`config.mk`:
```
export PLATFORM = sky130hd
export DESIGN_NAME = click_join_n
export DESIGN_NICKNAME = d
export VERILOG_FILES = /design/src/rtl/click_join_n.sv
export SDC_FILE = /design/constraint.sdc
export NUM_CORES = 1
export LEC_CHECK = 0
export CAP_MARGIN = 30
export CORE_MARGIN = 1.5
export CORE_UTILIZATION = 47
export DETAILED_ROUTE_END_ITERATION = 7
export GPL_ROUTABILITY_DRIVEN = 0
export PLACE_DENSITY = 0.84
export SYNTH_ARGS = -nofsm -noshare
export SYNTH_HDL_FRONTEND = slang
export SYNTH_SLANG_ARGS = --single-unit
export TNS_END_PERCENT = 1
```
`constraint.sdc`:
```
create_clock -name clk -period 4.9 [get_ports clk]
set_input_delay 0.49 -clock clk [delete_from_list [all_inputs] [get_ports clk]]
set_output_delay 0.49 -clock clk [all_outputs]
set_load 0.05 [all_outputs]
```
`src/rtl/click_join_n.sv`:
```
// N-input 2-phase click join: fires once every enabled channel holds a new token and the output is free.
// Optional CLICK_JOIN_SYNC_EN puts 2-flop synchronisers on in_req and out_ack.
module click_join_n #(
    parameter int   CHANNELS   = 3,
    parameter int   WIDTH      = 8,
    parameter logic PHASE_INIT = 1'b0,
    parameter int   CNT_WIDTH  = 16
) (
    input  logic                      clk,
    input  logic                      rst_n,
    input  logic [CHANNELS-1:0]       in_req,
    output logic [CHANNELS-1:0]       in_ack,
    input  logic [CHANNELS*WIDTH-1:0] in_data,
    input  logic [CHANNELS-1:0]       en_mask,
    output logic                      out_req,
    input  logic                      out_ack,
    output logic [CHANNELS*WIDTH-1:0] out_data,
    output logic [CNT_WIDTH-1:0]      fire_count
);

    logic [CHANNELS-1:0]       in_req_s;
    logic                      out_ack_s;
    logic [CHANNELS-1:0]       pend;
    logic [CHANNELS-1:0]       lane_ok;
    logic                      out_free;
    logic                      fire;

    logic [CHANNELS-1:0]       ack_reg;
    logic [CHANNELS-1:0]       ack_next;
    logic                      out_req_reg;
    logic [CHANNELS*WIDTH-1:0] data_reg;
    logic [CHANNELS*WIDTH-1:0] data_next;
    logic [CNT_WIDTH-1:0]      cnt_reg;

`ifdef CLICK_JOIN_SYNC_EN
    // Top bit carries out_ack, lower bits carry in_req.
    logic [CHANNELS:0] sync1_reg;
    logic [CHANNELS:0] sync2_reg;

    always_ff @(posedge clk or negedge rst_n) begin
        if (!rst_n) begin
            sync1_reg <= {(CHANNELS+1){PHASE_INIT}};
            sync2_reg <= {(CHANNELS+1){PHASE_INIT}};
        end else begin
            sync1_reg <= {out_ack, in_req};
            sync2_reg <= sync1_reg;
        end
    end

    assign in_req_s  = sync2_reg[CHANNELS-1:0];
    assign out_ack_s = sync2_reg[CHANNELS];
`else
    assign in_req_s  = in_req;
    assign out_ack_s = out_ack;
`endif

    generate
        for (genvar gi = 0; gi < CHANNELS; gi++) begin : g_lane
            assign pend[gi]    = en_mask[gi] & (in_req_s[gi] != ack_reg[gi]);
            // Masked lanes never block the join.
            assign lane_ok[gi] = ~en_mask[gi] | pend[gi];
            // Masked lanes keep their ack so an outstanding token survives.
            assign ack_next[gi] = en_mask[gi] ? in_req_s[gi] : ack_reg[gi];
            assign data_next[gi*WIDTH +: WIDTH] =
                en_mask[gi] ? in_data[gi*WIDTH +: WIDTH] : {WIDTH{1'b0}};
        end
    endgenerate

    assign out_free = (out_ack_s == out_req_reg);
    assign fire     = out_free & (|en_mask) & (&lane_ok);

    always_ff @(posedge clk or negedge rst_n) begin
        if (!rst_n) begin
            ack_reg     <= {CHANNELS{PHASE_INIT}};
            out_req_reg <= PHASE_INIT;
            data_reg    <= '0;
            cnt_reg     <= '0;
        end else if (fire) begin
            ack_reg     <= ack_next;
            out_req_reg <= ~out_req_reg;
            data_reg    <= data_next;
            cnt_reg     <= cnt_reg + CNT_WIDTH'(1);
        end
    end

    assign in_ack     = ack_reg;
    assign out_req    = out_req_reg;
    assign out_data   = data_reg;
    assign fire_count = cnt_reg;

endmodule

```
* Word level (Yosys, flattened, before mapping)
Cells that the tools add are included.
** Storage, ports and cells
- Word-level logic and storage cells :: 31
- Flip-flop bits (word level) :: 44
- Output and inout bits :: 44
- Input bits :: 33
** Cells by class
- Eq/ne operators :: 4
- Mux-type cells :: 3
- Add/subtract/negate cells :: 1
- Bitwise gates (word level) :: 12
- Reduce and logical (&&, ||, !) cells :: 5
** Operator list (count)
- two-way mux 8 bit :: 3
- adder 16 x 1 -> 16 bit (second input constant) :: 1
- AND reduction 2 bit :: 3
- bitwise AND 1 bit :: 5
- inverter 1 bit :: 4
- != test 1 bit :: 3
- OR 1 bit :: 3
- AND reduction 3 bit :: 1
- OR reduction 3 bit :: 1
- == test 1 bit :: 1

* Logic depth before layout (Yosys ltp)
- Depth in word-level cells :: 6
- Depth in mapped cells :: 6
- Gate-level depth less buffers :: 5

* Worst setup path after synthesis
No wires, ideal clock.
- Path kind :: register to register
- Start point :: register ack_reg[1] (netlist: in_ack[1])
- End point :: register cnt_reg[0] (netlist: fire_count[0])
- Data required time :: 4.755 ns
- Cell stages (with the launch flop) :: 6
- Library setup time :: 0.145 ns
- Data arrival time :: 1.752 ns
- Buffers on the path :: 1
- Clock period less this slack :: 1.897 ns
- Setup slack :: 3.003 ns
- Cell sequence :: dfrtp_1 > xnor2_1 > a221oi_4 > nand2_4 > buf_6 > xnor2_1
** Between the ends
- Cells in the longest elaborated chain, start to end :: 5
** Ends and longest elaborated chain
- start: declaration :: RTL line 28 : logic [CHANNELS-1:0] ack_reg;
- start signal: assignment :: RTL line 74 : ack_reg <= {CHANNELS{PHASE_INIT}};
- start signal: assignment :: RTL line 79 : ack_reg <= ack_next;
- != test 1 bit :: RTL line 59 : assign pend[gi] = en_mask[gi] & (in_req_s[gi] != ack_reg[gi]);
- bitwise AND 1 bit :: RTL line 59
- OR 1 bit :: RTL line 61 : assign lane_ok[gi] = ~en_mask[gi] | pend[gi];
- AND reduction 3 bit :: RTL line 70 : assign fire = out_free & (|en_mask) & (&lane_ok);
- bitwise AND 1 bit :: RTL line 70
- end signal: assignment :: RTL line 82 : cnt_reg <= cnt_reg + CNT_WIDTH'(1);
- end: declaration :: RTL line 33 : logic [CNT_WIDTH-1:0] cnt_reg;
Every way passes these cells.
A chain may end at the register's enable or synchronous reset.

* Final worst setup path
- Start point :: input port en_mask[1]
- End point :: register cnt_reg[1] (netlist: fire_count[1])
** Between the ends
- Cells in the longest elaborated chain, start to end :: 4
- Elaborated cells between the ends (all ways) :: 7
- Those cells by class :: 5 x bitwise; 2 x reduce/logical
** Ends and longest elaborated chain
- start: declaration :: RTL line 14 : input logic [CHANNELS-1:0] en_mask,
- bitwise AND 1 bit or inverter 1 bit (tied branches) :: RTL line 59, 61
- OR 1 bit :: RTL line 61
- AND reduction 3 bit :: RTL line 70
- bitwise AND 1 bit * :: RTL line 70
Every way passes the cells marked *; elsewhere a longest branch is shown, timed or not.

==> out/qor.yml <==
clocking:
  insertion_delay_ns: 0.29
  cts-resized-gates: 0
  cts_root_buf: "clkbuf_8"
  cts.reportedPaths.clkPinSlew_ns: 0.08
  clkSinkCount: 44
  holdBufCountCts: 0
  cts_setup_buffers: 0
  cts_max_level: 2
  numCtsBuffers: 5
  cts_tree: "built"
  clockBufferDepth: 2
floorplanning:
  die_y_microns: 69.3
  start_util: 0.502
  dieArea_sq_mm: 0.00480
  coreArea_sq_mm: 0.00412
  ios: 77
  die_w_microns: 69.3
  fp-row-count: 23
sta:
  timing.hold.ws_ns: 0.0328
  rsz0062_at_grt: "false"
  worst_pin_slew_ns: 0.759
  period_share: 0.528
  tns_ns: 0
  slew_viol_final: 0
  post-route-min-period_ns: 2.59
  final_hold_viol_count: 0
  fmax_mhz: 386
  setup_viol: 0
  slew_headroom: 0.494
  skew_ns: 0.00266
yosys:
  yosysUniqueCellTypes: 21
  synth_top_area_frac: 0.533
  synth.yosys.warnings: 0
  syn-cell-area_sq_mm: 0.00207
  postSynthCellCount: 193
  synth-seq-area-share: 0.533
  syn_nets: 227
  yosys.area.top_type: "dfrtp_1"
  synth.avg_cell_area_sq_um: 10.7
  synthTopCellsByArea: "dfrtp_1 (53%), mux2i_1 (12%), xnor2_1 (8.1%)"
  ys_ff_latch: 44
global_routing:
  antenna_found_initial: 0
  grt_pass1_wl_microns: 7580
  track_usage: 0.196
  overflow: 0
  grt_max_degree: 45
  grt_pass1_vias: 1654
cells_and_area:
  layout.nets: 304
  diodes: 0
  regArea_sq_mm: 0.00110
  multi_input_area_sq_um: 820
  syn_to_final_growth_pct: 42.6
  nFillCells: 317
  drive_above_1_share: 0.0554
  largest_reg_flops: 24
drt:
  ant_nets: 0
  num_vias: 1593
  drt_iter0_markers: 163
  via_per_inst: 4.96
  drt_wl_total_microns: 4220
  wl_per_cell_microns: 13.1
  drc: 0
  first_pass_iters: 4
worst_setup_path:
  start_kind: "input port"
  end_kind: "register"
  cp_slowest_cell: "a221oi_4"
  arrival_ns: 2.77
  crit_fanout: 27
  required_ns: 5.08
  path_cells: "clkdlybuf4s50_1, a221oi_4, nand2_4, mux2_2"
  max_stage_delay_ns: 0.80
  path_class: "in2reg"
min_path:
  holdCritPathClass: "in2async"
power:
  p_per_area_mw_per_mm2: 607
  leakage_nw: 1.37
  ir_drop_mv: 0.321
placement:
  port_buffers: 76
  dp_hpwl_microns: 3120
outcome:
  status: "completed"
job:
  drv_cap: 0
==> cells in the final DEF, fill, tap and decap left out <==
cell type        instances
nand2_1                 26
nand3_1                 16
nor2_1                   4
xor2_1                   1
xnor2_1                 19
buf_12                   1
and3_1                   4
clkbuf_1                 2
nand2_4                  1
clkbuf_8                 6
buf_2                    1
ha_1                     1
nor4_1                   2
nor3_1                   4
inv_1                   26
a21oi_2                  1
clkdlybuf4s50_1         75
a221oi_4                 1
mux2i_1                 24
dfrtp_1                 44
nand4_1                  8
mux2_2                   4
==> per-stage QoR <==
step / total power, mW / std cells / utilization / worst slack (ns) / cell area, sq um
3_3_place_gp: 1.55 / 312 / 0.689 / 2.06 / 2840
4_1_cts: 1.80 / 320 / 0.711 / 2.33 / 2930
2_1_floorplan: 1.26 / 193 / - / 3.00 / 2070
3_5_place_dp: 1.57 / 312 / 0.689 / 2.02 / 2840
6_report: 1.79 / 321 / 0.716 / 2.31 / 2950
5_1_grt: 1.88 / 321 / 0.716 / 2.12 / 2950
==> path summary, 6_finish.rpt <==
path	from	endpoint	slack, ns	cells after the start
max	en_mask[1]	fire_count[1]$_DFFE_PN0P_	2.31	4
min	rst_n	out_data[12]$_DFFE_PN0P_	0.03	1
max reg2reg	in_ack[1]$_DFFE_PN0P_	fire_count[1]$_DFFE_PN0P_	2.65	4
min reg2reg	fire_count[13]$_DFFE_PN0P_	fire_count[13]$_DFFE_PN0P_	0.50	1
max in group asynchronous	rst_n	out_data[6]$_DFFE_PN0P_	4.42	2
min in group clk	fire_count[13]$_DFFE_PN0P_	fire_count[13]$_DFFE_PN0P_	0.50	1
==> synth_stat cells <==
library cell  count
nand3_1          16
dfrtp_1          44
a221oi_4          1
buf_2             3
a21oi_2           1
ha_1              1
xnor2_1          19
buf_4             1
and3_1            4
nand2_4           1
nand2_1          26
nor4_1            2
nor2_1            4
inv_1            26
mux2_2            4
buf_6             2
xor2_1            1
nand4_1           8
mux2i_1          24
nor3_1            4
clkbuf_1          1
==> metal layers <==
layer,up-vias,global-route usage,part of all wire
met2,53,0.325,0.49
met3,7,0.0610,0.071
li1,787,-,-
met1,746,0.234,0.42
met5,-,0,0
met4,0,0.0850,0.018
==> critical path, delay by kind of cell <==
family / cells / cell delay, ns
AOI/OAI and AO/OA: 1 / 0.80
buffers and inverters: 1 / 0.64
muxes: 1 / 0.40
and+or+nand+nor: 1 / 0.43
==> cell families (layout without fill, tap and decap cells) <==
kind of cell | Yosys count | after routing | synth area share
adder cells (fa/ha/maj) | 1 | 1 | 0.00605
AND/OR/NAND/NOR | 65 | 65 | 0.151
XOR/XNOR | 20 | 20 | 0.0847
flip-flops | 44 | 44 | 0.533
AO/OA/AOI/OAI | 2 | 2 | 0.0170
multiplexers | 28 | 28 | 0.138
buffers and inverters | 33 | 111 | 0.0708
==> power by group <==
group	switching (mW)	total, mW	internal, mW
registers	0.0951	0.575	0.479
logic	0.631	0.985	0.354
clock network	0.113	0.228	0.115
total	0.839	1.79	0.948
==> cell type report <==
type,instances,area share
repair buffers,77,0.263
inverters,26,0.0331
multi-input cells,116,0.278
well taps,50,0.0212
clock buffers,8,0.0306
flip-flops and latches,44,0.374
Note: power is estimated with default switching activity, not from simulation.
